<file path="config.mk">
export PLATFORM = sky130hd
export DESIGN_NAME = alu_dispatch_flat
export DESIGN_NICKNAME = d
export VERILOG_FILES = /design/src/rtl/alu_dispatch_if.sv /design/src/rtl/alu_dispatch.sv /design/src/flat_wrapper.sv
export SDC_FILE = /design/constraint.sdc
export NUM_CORES = 1
export LEC_CHECK = 0
export BUFFER_PORTS_ARGS = -buffer_cell sky130_fd_sc_hd__buf_2
export CORE_MARGIN = 1
export CORE_UTILIZATION = 25
export DETAILED_ROUTE_END_ITERATION = 16
export GPL_TIMING_DRIVEN = 0
export MAX_ROUTING_LAYER = met4
export SLEW_MARGIN = 25
export SYNTH_ARGS = -nofsm -noshare
export SYNTH_HDL_FRONTEND = slang
export SYNTH_SLANG_ARGS = --single-unit
export TNS_END_PERCENT = 50
</file>
<file path="constraint.sdc">
create_clock -name clock -period 2.4 [get_ports clock]
set_clock_uncertainty 0.15 [all_clocks]
set_input_delay 0.48 -clock clock [delete_from_list [all_inputs] [get_ports clock]]
set_output_delay 0.48 -clock clock [all_outputs]
set_load 0.005 [all_outputs]
</file>
<file path="src/rtl/alu_dispatch_if.sv">
// Shared ALU command/response types and the request/result stream interface of alu_dispatch.
package alu_dispatch_pkg;
  typedef enum logic [1:0] {NOP = 2'd0, ADD = 2'd1, MULTIPLY = 2'd2, AND = 2'd3} command_names_t;
  typedef enum logic [1:0] {NO_RESPONSE = 2'd0, SUCCESS = 2'd1, OVERFLOW = 2'd2} response_names_t;

  typedef struct packed {
    command_names_t command;
    logic [31:0]    data1;
    logic [31:0]    data2;
  } input_packet_t;

  typedef struct packed {
    response_names_t response;
    logic [31:0]     data;
  } output_packet_t;
endpackage

interface alu_dispatch_if;
  import alu_dispatch_pkg::*;
  logic            req_valid;
  logic            req_ready;
  logic [1:0]      req_bank;
  command_names_t  req_command;
  logic [31:0]     req_data1;
  logic [31:0]     req_data2;
  logic            rsp_valid;
  logic            rsp_ready;
  logic [1:0]      rsp_bank;
  response_names_t rsp_response;
  logic [31:0]     rsp_data;
  logic            rsp_timeout;

  modport master (output req_valid, req_bank, req_command, req_data1, req_data2, rsp_ready,
                  input  req_ready, rsp_valid, rsp_bank, rsp_response, rsp_data, rsp_timeout);
  modport slave  (input  req_valid, req_bank, req_command, req_data1, req_data2, rsp_ready,
                  output req_ready, rsp_valid, rsp_bank, rsp_response, rsp_data, rsp_timeout);
endinterface

</file>
<file path="src/rtl/alu_dispatch.sv">
// Dispatches requests to four independent ALU banks and serializes their results
// through a round-robin arbiter; each bank runs IDLE -> ISSUE -> WAIT -> DONE.
module alu_dispatch_bank
  import alu_dispatch_pkg::*;
#(
  parameter int TIMEOUT = 16
) (
  input  logic            clock,
  input  logic            reset,
  input  logic            accept,
  input  command_names_t  cmd,
  input  logic [31:0]     data1,
  input  logic [31:0]     data2,
  input  output_packet_t  alu_rsp,
  input  logic            release_bank,
  output logic            idle,
  output logic            done,
  output input_packet_t   issue,
  output response_names_t cap_response,
  output logic [31:0]     cap_data,
  output logic            cap_timeout
);
  localparam int CW = (TIMEOUT > 1) ? $clog2(TIMEOUT) : 1;
  localparam logic [CW-1:0] CNT_LAST = CW'(TIMEOUT - 1);

  typedef enum logic [1:0] {IDLE, ISSUE, WAIT, DONE} state_t;

  state_t          state_q, state_d;
  logic [CW-1:0]   cnt_q, cnt_d;
  input_packet_t   pkt_q, pkt_d;
  response_names_t resp_q, resp_d;
  logic [31:0]     data_q, data_d;
  logic            to_q, to_d;

  always_comb begin
    state_d       = state_q;
    cnt_d         = cnt_q;
    pkt_d         = pkt_q;
    pkt_d.command = NOP;  // command is live only during ISSUE; operands persist
    resp_d        = resp_q;
    data_d        = data_q;
    to_d          = to_q;
    case (state_q)
      IDLE:  if (accept) begin
               state_d = ISSUE;
               pkt_d   = '{command: cmd, data1: data1, data2: data2};
             end
      ISSUE: begin
               state_d = WAIT;
               cnt_d   = '0;
             end
      WAIT:  if (alu_rsp.response != NO_RESPONSE) begin
               state_d = DONE;
               resp_d  = alu_rsp.response;
               data_d  = alu_rsp.data;
               to_d    = 1'b0;
             end else if (cnt_q == CNT_LAST) begin
               state_d = DONE;
               resp_d  = NO_RESPONSE;
               data_d  = '0;
               to_d    = 1'b1;
             end else begin
               cnt_d = cnt_q + 1'b1;
             end
      DONE:  if (release_bank) state_d = IDLE;
      default: state_d = IDLE;
    endcase
  end

  always_ff @(posedge clock) begin
    if (!reset) begin
      state_q <= IDLE;
      cnt_q   <= '0;
      pkt_q   <= '0;
      resp_q  <= NO_RESPONSE;
      data_q  <= '0;
      to_q    <= 1'b0;
    end else begin
      state_q <= state_d;
      cnt_q   <= cnt_d;
      pkt_q   <= pkt_d;
      resp_q  <= resp_d;
      data_q  <= data_d;
      to_q    <= to_d;
    end
  end

  assign idle         = (state_q == IDLE);
  assign done         = (state_q == DONE);
  assign issue        = pkt_q;
  assign cap_response = resp_q;
  assign cap_data     = data_q;
  assign cap_timeout  = to_q;
endmodule

module alu_dispatch
  import alu_dispatch_pkg::*;
#(
  parameter int TIMEOUT = 16
) (
  input  logic                 clock,
  input  logic                 reset,
  alu_dispatch_if.slave        bus,
  output input_packet_t  [3:0] input_packet,
  input  output_packet_t [3:0] output_packet,
  output logic           [3:0] busy
);
  localparam int NUM_BANKS = 4;

  logic [NUM_BANKS-1:0]             idle, done, accept, release_bank, cap_timeout;
  response_names_t [NUM_BANKS-1:0]  cap_response;
  logic [NUM_BANKS-1:0][31:0]       cap_data;
  logic [1:0]                       ptr_q, ptr_d, lock_bank_q, lock_bank_d, gnt;
  logic                             lock_q, lock_d, hs;

  assign bus.req_ready = idle[bus.req_bank];
  assign busy          = ~idle;

  for (genvar b = 0; b < NUM_BANKS; b++) begin : g_bank
    assign accept[b]       = bus.req_valid && bus.req_ready && (bus.req_command != NOP)
                             && (bus.req_bank == 2'(b));
    assign release_bank[b] = hs && (gnt == 2'(b));
    alu_dispatch_bank #(.TIMEOUT(TIMEOUT)) u_bank (
      .clock        (clock),
      .reset        (reset),
      .accept       (accept[b]),
      .cmd          (bus.req_command),
      .data1        (bus.req_data1),
      .data2        (bus.req_data2),
      .alu_rsp      (output_packet[b]),
      .release_bank (release_bank[b]),
      .idle         (idle[b]),
      .done         (done[b]),
      .issue        (input_packet[b]),
      .cap_response (cap_response[b]),
      .cap_data     (cap_data[b]),
      .cap_timeout  (cap_timeout[b])
    );
  end

  // Lowest offset from the pointer wins; a stalled grant is held so rsp_* stay stable.
  always_comb begin
    gnt = ptr_q;
    for (int i = NUM_BANKS - 1; i >= 0; i--)
      if (done[ptr_q + 2'(i)]) gnt = ptr_q + 2'(i);
    if (lock_q) gnt = lock_bank_q;
  end

  assign bus.rsp_valid    = |done;
  assign hs               = bus.rsp_valid && bus.rsp_ready;
  assign bus.rsp_bank     = bus.rsp_valid ? gnt : 2'd0;
  assign bus.rsp_response = bus.rsp_valid ? cap_response[gnt] : NO_RESPONSE;
  assign bus.rsp_data     = bus.rsp_valid ? cap_data[gnt] : 32'd0;
  assign bus.rsp_timeout  = bus.rsp_valid && cap_timeout[gnt];

  always_comb begin
    ptr_d       = hs ? gnt + 2'd1 : ptr_q;
    lock_d      = bus.rsp_valid && !bus.rsp_ready;
    lock_bank_d = gnt;
  end

  always_ff @(posedge clock) begin
    if (!reset) begin
      ptr_q       <= 2'd0;
      lock_q      <= 1'b0;
      lock_bank_q <= 2'd0;
    end else begin
      ptr_q       <= ptr_d;
      lock_q      <= lock_d;
      lock_bank_q <= lock_bank_d;
    end
  end
endmodule

</file>
<file path="src/flat_wrapper.sv">
// flat-port wrapper written by rule: the top's interface ports become plain ports
module alu_dispatch_flat import alu_dispatch_pkg::*;
#(
  parameter int TIMEOUT = 16
)
  (clock, reset, input_packet, output_packet, busy, bus_req_valid, bus_req_bank, bus_req_command, bus_req_data1, bus_req_data2, bus_rsp_ready, bus_req_ready, bus_rsp_valid, bus_rsp_bank, bus_rsp_response, bus_rsp_data, bus_rsp_timeout);
  alu_dispatch_if bus_i ();
  input  logic clock;
  input  logic reset;
  output input_packet_t  [3:0] input_packet;
  input  output_packet_t [3:0] output_packet;
  output logic           [3:0] busy;
  input wire logic [$bits(bus_i.req_valid)-1:0] bus_req_valid;
  input wire logic [$bits(bus_i.req_bank)-1:0] bus_req_bank;
  input wire logic [$bits(bus_i.req_command)-1:0] bus_req_command;
  input wire logic [$bits(bus_i.req_data1)-1:0] bus_req_data1;
  input wire logic [$bits(bus_i.req_data2)-1:0] bus_req_data2;
  input wire logic [$bits(bus_i.rsp_ready)-1:0] bus_rsp_ready;
  output wire logic [$bits(bus_i.req_ready)-1:0] bus_req_ready;
  output wire logic [$bits(bus_i.rsp_valid)-1:0] bus_rsp_valid;
  output wire logic [$bits(bus_i.rsp_bank)-1:0] bus_rsp_bank;
  output wire logic [$bits(bus_i.rsp_response)-1:0] bus_rsp_response;
  output wire logic [$bits(bus_i.rsp_data)-1:0] bus_rsp_data;
  output wire logic [$bits(bus_i.rsp_timeout)-1:0] bus_rsp_timeout;
  assign bus_i.req_valid = bus_req_valid;
  assign bus_i.req_bank = bus_req_bank;
  assign bus_i.req_command = bus_req_command;
  assign bus_i.req_data1 = bus_req_data1;
  assign bus_i.req_data2 = bus_req_data2;
  assign bus_i.rsp_ready = bus_rsp_ready;
  assign bus_req_ready = bus_i.req_ready;
  assign bus_rsp_valid = bus_i.rsp_valid;
  assign bus_rsp_bank = bus_i.rsp_bank;
  assign bus_rsp_response = bus_i.rsp_response;
  assign bus_rsp_data = bus_i.rsp_data;
  assign bus_rsp_timeout = bus_i.rsp_timeout;
  alu_dispatch #(.TIMEOUT(TIMEOUT)) u_core (.clock(clock), .reset(reset), .bus(bus_i), .input_packet(input_packet), .output_packet(output_packet), .busy(busy));
endmodule
</file>
==> impl_metrics.yaml, run 1 <==
route:
  via_per_inst: 4.80
  wl_per_cell_um: 20.3
  drt_first_iter_violations: 1294
  drc_errors: 0
  wl_mm: 73.7
  dr.pass1.iters: 6
  drtAntennaViolNets: 0
  dr_total_vias: 17411
floorplan:
  io_pins: 515
  die_h_um: 259
  initial_core_util_pct: 25.4
  rows: 93
  coreArea_sq_um: 64800
  die_w_um: 259
  die_area_sq_um: 67000
worst_setup_path:
  crit_path_cell_trace: "ha_4 > or3b_1 > a32oi_2 > o221a_2 > buf_12 > buf_12 > mux2i_4 > o22ai_2 > buf_2"
  worstPathMaxFanout: 6
  worstSetupPathType: "reg -> out"
  critPathArrivalTime_ns: 2.79
  reg2reg_slack_ns: -0.16
  required_ns: 1.77
  cpMostUsedCell: "buf_12"
  end_kind: "output port"
  reg2reg_to: "u_core.g_bank[2].u_bank.state_q[1]"
  reg2reg_from: "u_core.g_bank[1].u_bank.state_q[0]"
  critPathLaunchType: "register"
  cp_num_buf_inv: 3
  slowest_delay_ns: 0.36
  path_delay_family: "compound AO/OA/AOI/OAI gates"
  worst-r2r-cell-count: 9
  cpMaxStageDelayCell: "dfxtp_4"
yosys:
  yosysSeqAreaShare_pct: 52.6
  synth.distinct_cells: 49
  yosys.area.top_type: "dfxtp_1"
  synth_area_sq_um: 16500
  async_flop_share_pct: 0
  ys_ff_latch: 433
  synthFlopType: "dfxtp_1"
  yosys-top-cells-area: "dfxtp_1 53%, nand2_1 13%, a21oi_1 9.4%"
  synth-edff-count: 0
  ys_warn_count: 0
  synth_top_cell_area_share_pct: 52.6
  syn_avg_cell_area_sq_um: 8.25
  synth_nets: 2231
  synthCells: 1999
power:
  vdd_drop_max_uv: 524
  leakagePower_nw: 10.0
  pwr_density_cell_nw_per_um2: 808
sta:
  clock.fmax_mhz: 293
  worstMarginPinSlew_ns: 0.927
  drv_slew: 0
  rsz0062_at_grt: "yes"
  hold_violations: 0
  postLayoutSetupSlackWorst_ns: -1.02
  maxSlewHeadroom_pct: 38.2
  finalSetupViolations: 44
  layout_min_cycle_time_ns: 3.42
  final.period_utilization_pct: 142
worst_hold_path:
  min_path_type: "in -> reg"
  hold_start: "bus_req_data2[30]"
  min_to: "u_core.g_bank[2].u_bank.issue[30]"
  whs_path_depth: 3
clock_tree:
  cts_buffers: 48
  cts_buffer_depth: 3
  clock_latency_ns: 0.60
  clock-root-buffer: "clkbuf_16"
  clock-sinks: 433
  htreeDepth: 2
  path_clk_slew_ns: 0.06
  cts_tree: "built"
outcome:
  status: "finished with violations"
  violations: "negative setup slack"
final_layout:
  area_growth_pct: 47.1
  drive_gt1_share_pct: 27.5
  n_fill_cell: 6687
  fin_nets: 2967
  post-route-util_pct: 37.4
global_route:
  antenna_found_initial: 3
  grt_max_degree: 15
  grt_pass1_vias: 17052
  grt_pass1_wl_mm: 106
  grtUsageTotal_pct: 21.6
  grt_overflow: 0
place:
  dpl.hpwl_mm: 54.2
  gp_congestion: 0.886
  port_buffers: 512
  dpl_worst_slack_ns: -1.04
job:
  cap_viol_max_count: 0
## worst min-delay path, delay by kind of cell
kind            cells  cell delay, ns
compound gates      1            0.05
simple gates        1            0.06
buf+inv             1            0.13
## cells by family (layout without fill, tap and decap cells)
family / count (synthesis) / count (layout) / synth area share, %
AND/OR/NAND/NOR: 792 / 792 / 19.0
AO/OA/AOI/OAI: 492 / 492 / 17.4
flip-flops: 433 / 433 / 52.6
buffers and inverters: 177 / 952 / 4.13
multiplexers: 78 / 78 / 4.83
adder cells (fa/ha/maj): 24 / 24 / 1.82
XOR/XNOR: 3 / 3 / 0.159
other: 0 / 2 / 0
## synthesized netlist by cell type (2+ instances only)
cell and count:
nor2_1 130, ha_1 24, buf_1 10, a32oi_1 3, buf_2 7, mux2_2 2
a311oi_1 3, o21a_1 3, nor3_1 6, a22oi_1 102, and3_1 5, inv_1 23
xor2_1 2, a211oi_1 7, or3b_1 2, clkbuf_1 136, nor2b_1 5, nand2b_1 9
o22ai_1 36, nand2_1 577, a31oi_1 2, nand4_1 5, a21o_1 2, nor4_1 2
dfxtp_1 433, and2_1 3, o21ai_0 15, nand3_1 41, mux2i_1 75, a21oi_1 310
## cells in the final DEF, fill, tap and decap left out, types with 28 or more instances in the layout
| cell type | n |
|---|---|
| a21oi_1 | 310 |
| dfxtp_1 | 425 |
| a22oi_1 | 102 |
| nand3_1 | 41 |
| clkbuf_16 | 52 |
| clkbuf_2 | 49 |
| dlygate4sd3_1 | 157 |
| nand2_1 | 574 |
| o22ai_1 | 28 |
| clkbuf_1 | 78 |
| buf_2 | 518 |
| nor2_1 | 127 |
| mux2i_1 | 58 |
## final cells by class
cell class	instances	area, sq um	share of cell area (%)
repair buffers	691	4370	18.0
diodes	2	5.00	0.0206
clock buffers	66	1350	5.57
clock inverters	23	264	1.09
well taps	855	1070	4.41
multi-input cells	1389	7520	31.0
inverters	23	88.8	0.366
flip-flops and latches	433	8690	35.8
plain buffers	149	888	3.66
## sequential cells by signal (all words and copies together) (netlist names)
register	count
u_core.g_bank.u_bank.cap_response	8
u_core.ptr_q	2
u_core.g_bank.u_bank.state_q	8
u_core.lock_bank_q	2
u_core.g_bank.u_bank.cap_data	128
u_core.lock_q	1
u_core.g_bank.u_bank.cnt_q	16
u_core.g_bank.u_bank.issue	264
u_core.g_bank.u_bank.cap_timeout	4
## metal layers
layer / GRT usage [%] / vias to the layer above / share of wire [%]
li1: - / 8231 / -
met1: 24.9 / 8277 / 40
met2: 36.6 / 758 / 48
met3: 4.63 / 145 / 7.7
met4: 8.30 / 0 / 3.7
met5: - / - / 0
## how the worst max path moves through the flow
stage                                       start                                end  slack, ns  cells after the start
6_report       u_core.g_bank[1].u_bank.state_q[0]                   bus_rsp_data[30]      -1.02                      9
5_1_grt        u_core.g_bank[1].u_bank.state_q[1]                   bus_rsp_data[30]      -1.11                      9
4_1_cts        u_core.g_bank[0].u_bank.state_q[0]                    bus_rsp_data[9]      -1.06                      9
3_5_place_dp                   bus_req_command[1]  u_core.g_bank[0].u_bank.issue[35]      -1.04                      8
3_3_place_gp   u_core.g_bank[0].u_bank.state_q[0]  u_core.g_bank[0].u_bank.issue[49]      -2.18                      7
2_1_floorplan  u_core.g_bank[0].u_bank.state_q[0]                   bus_rsp_data[10]      -0.07                      8
## stage by stage
step	instance area, sq um	std cells	hold slack [ns]	setup TNS, ns	power [mW]
global route	24200	3630	0.0166	-42.65	20.4
floorplan	16600	1999	0.284	-2.19	9.96
global placement	20300	3366	0.289	-362.97	11.4
detailed placement	20300	3369	0.293	-238.90	11.5
finish	24200	3631	0.0407	-35.68	19.6
CTS	24000	3626	0.000155	-37.05	19.6
## timing repair
action / CTS / global route
hold endpoints to repair: 240 / 0
pin swaps: 10 / 4
hold buffers: 157 / 0
buffers inserted: 13 / 4
endpoints found under the setup margin: 382 / 271
resized for setup: 127 / 70
cloned: 2 / 0
## where the power goes
group / switching, mW / internal [mW]
Sequential: 0.305 / 7.68
Clock: 3.18 / 4.40
Combinational: 2.35 / 1.68
Total: 5.83 / 13.8
(Power assumes the default switching activity.)
==> run 2, diff against run 1 <==
--- a/config.mk
+++ b/config.mk
@@ -8,7 +8,8 @@
 export BUFFER_PORTS_ARGS = -buffer_cell sky130_fd_sc_hd__buf_2
-export CORE_MARGIN = 1
-export CORE_UTILIZATION = 25
+export CORE_AREA = 2 2 198 200
 export DETAILED_ROUTE_END_ITERATION = 16
+export DIE_AREA = 0 0 200 202
 export GPL_TIMING_DRIVEN = 0
 export MAX_ROUTING_LAYER = met4
+export PLACE_DENSITY = 0.72
 export SLEW_MARGIN = 25
--- a/constraint.sdc
+++ b/constraint.sdc
@@ -4,2 +4,2 @@
 set_output_delay 0.48 -clock clock [all_outputs]
-set_load 0.005 [all_outputs]
+set_load 0.01 [all_outputs]
==> run 2 against run 1 <==
  * The flow still finishes with violations (negative setup slack)
  * Combinational power rose by 16%
  * Clock-buffer cell count fell by 4
  * Critical path depth is 1 higher
  * Maximum frequency down 7.1%
  * Die area decreased by 40%
  * Routed wire length up 0.60%
  * Utilization rose by 26 points
  * Sequential power grew 0.9%
  * Power is 4.8% higher
  * Non-clock buffer count shrank 33
  * Largest power group unchanged
==> impl_metrics.yaml, run 2 (synthesis gave the netlist of run 1 again) <==
outcome:
  status: "finished with violations"
  violations: "negative setup slack"
place:
  gp_congestion: 0.955
  dpl_worst_slack_ns: -0.944
  port_buffers: 512
  dpl.hpwl_mm: 49.0
  placed_area_sq_um: 20100
sta:
  clock.fmax_mhz: 272
  maxSlewHeadroom_pct: 28.0
  postLayoutSetupSlackWorst_ns: -1.28
  drv_slew: 0
  fin_hold_ws_ns: 0.0154
  finalSetupViolations: 67
  fin_setup_tns_ns: -41.70
  rsz0062_at_grt: "yes"
  final.period_utilization_pct: 153
  hold_violations: 0
  worstMarginPinSlew_ns: 1.08
  layout_min_cycle_time_ns: 3.68
global_route:
  grt_pass1_wl_mm: 102
  use_met2_pct: 57.4
  use_met1_pct: 35.5
  grt_pass1_vias: 17811
  grt_overflow: 0
  grt_max_degree: 15
  use_met3_pct: 10.4
  busiest_layer: "met2"
  grtUsageTotal_pct: 34.0
  antenna_found_initial: 5
route:
  via_per_inst: 5.57
  dr.pass1.iters: 8
  drtAntennaViolNets: 0
  wl_per_cell_um: 22.7
  dr_total_vias: 18179
  drt_first_iter_violations: 1336
  wl_mm: 74.1
  drc_errors: 0
floorplan:
  die_h_um: 202
  io_pins: 515
  coreArea_sq_um: 38300
  die_area_sq_um: 40400
  rows: 72
  initial_core_util_pct: 43.1
  die_w_um: 200
worst_setup_path:
  cp-startpoint: "u_core.g_bank[0].u_bank.state_q[1]"
  critPathArrivalTime_ns: 3.05
  worstSetupPathType: "reg -> out"
  worst-r2r-cell-count: 9
  end_kind: "output port"
  reg2reg_from: "u_core.g_bank[0].u_bank.state_q[1]"
  cpMaxStageDelayCell: "or3b_4"
  cpMostUsedCell: "buf_12"
  critPathLaunchType: "register"
  path_delay_family: "compound AO/OA/AOI/OAI gates"
  reg2reg_slack_ns: -0.16
  required_ns: 1.77
  worstPathMaxFanout: 8
  cp_num_buf_inv: 4
  reg2reg_to: "u_core.g_bank[2].u_bank.state_q[1]"
  slowest_delay_ns: 0.40
  crit_path_cell_trace: "ha_4 > or3b_4 > a32oi_4 > o221a_4 > buf_12 > buf_12 > buf_12 > mux2i_4 > o22ai_4 > buf_6"
final_layout:
  largest_register_ffs: 264
  layout_commonest_cell: "nand2_1"
  fin_nets: 2932
  final_cell_mix: "573 x nand2_1, 505 x buf_2, 426 x dfxtp_1"
  final_area_sq_um: 24300
  drive_gt1_share_pct: 30.8
  area_growth_pct: 47.4
worst_hold_path:
  hold_start: "output_packet[95]"
  whs_path_depth: 3
  min_to: "u_core.g_bank[2].u_bank.cap_data[27]"
  min_path_type: "in -> reg"
power:
  total_power_mw: 20.5
  vdd_drop_max_uv: 636
  leakagePower_nw: 9.99
  pwr_density_cell_nw_per_um2: 844
clock_tree:
  clock_latency_ns: 0.57
  cts_buffer_depth: 3
  htreeDepth: 2
  cts_buffers: 45
  path_clk_slew_ns: 0.06
  clock-sinks: 433
  cts_tree: "built"
  clock-root-buffer: "clkbuf_16"
job:
  cap_viol_max_count: 0
-- run 2: changes by cell type in the layout (fill, tap and decap cells not counted), moves of 8 or more --
cell,before,now
dlygate4sd3_1,157,94
buf_4,19,32
buf_2,518,505
mux2i_4,7,25
mux2i_1,58,40
buf_6,4,17
o22ai_2,6,31
buf_12,6,14
o22ai_1,28,0
-- run 2: worst max-delay path by stage --
stage | endpoint | slack [ns] | depth (start not counted)
2_1_floorplan | bus_rsp_data[10] | -0.11 | 8
3_3_place_gp | u_core.g_bank[0].u_bank.issue[43] | -1.85 | 6
3_5_place_dp | u_core.g_bank[1].u_bank.issue[19] | -0.94 | 8
4_1_cts | bus_rsp_data[2] | -1.10 | 9
5_1_grt | bus_rsp_data[14] | -1.41 | 10
6_report | bus_rsp_data[12] | -1.28 | 10
-- run 2: timing repair --
action,in CTS,in global routing
buffers inserted,22,24
hold buffers,93,1
endpoints found under the setup margin,357,270
pin swaps,10,16
cloned,5,2
gates resized for setup,141,142
endpoints found under the hold margin,93,1
-- run 2: worst reg2reg max path: cells and delay by family, from the launching register on --
family                   cells  cell delay, ns
buffers and inverters        2            0.27
flip-flops                   1            0.37
adder cells (fa/ha/maj)      1            0.16
AND/OR/NAND/NOR              2            0.79
AO/OA/AOI/OAI                4            0.76
-- run 2: where the power goes --
group          internal [mW]  switching (mW)  leakage, nW
clock network           4.74            3.06        0.808
logic                   1.99            2.68         5.68
registers               7.67           0.380         3.51
total                   14.4            6.12         9.99
-- run 2: per-stage QoR --
| step | util (%) | std cells |
|---|---|---|
| global route | 63.5 | 3259 |
| finish | 63.5 | 3261 |
| CTS | 61.5 | 3230 |
| detailed placement | 52.5 | 3032 |
| floorplan | - | 1999 |
| global placement | 52.4 | 3029 |
-- run 2: metal layers --
metal / routed length, um / vias to the layer above
met5: 0 / -
met4: 5000 / 0
met3: 8550 / 298
met2: 35100 / 1082
met1: 25500 / 8639
li1: - / 8160
-- run 2: cell type report --
cell class	count	area, sq um
fill	3075	14000
antenna	7	17.5
multi-input combinational	1390	8150
sequential	433	8690
inverter	23	92.6
clock buffer	62	1290
buffer	147	905
tap	518	648
timing repair buffer	660	4170
clock inverter	21	348
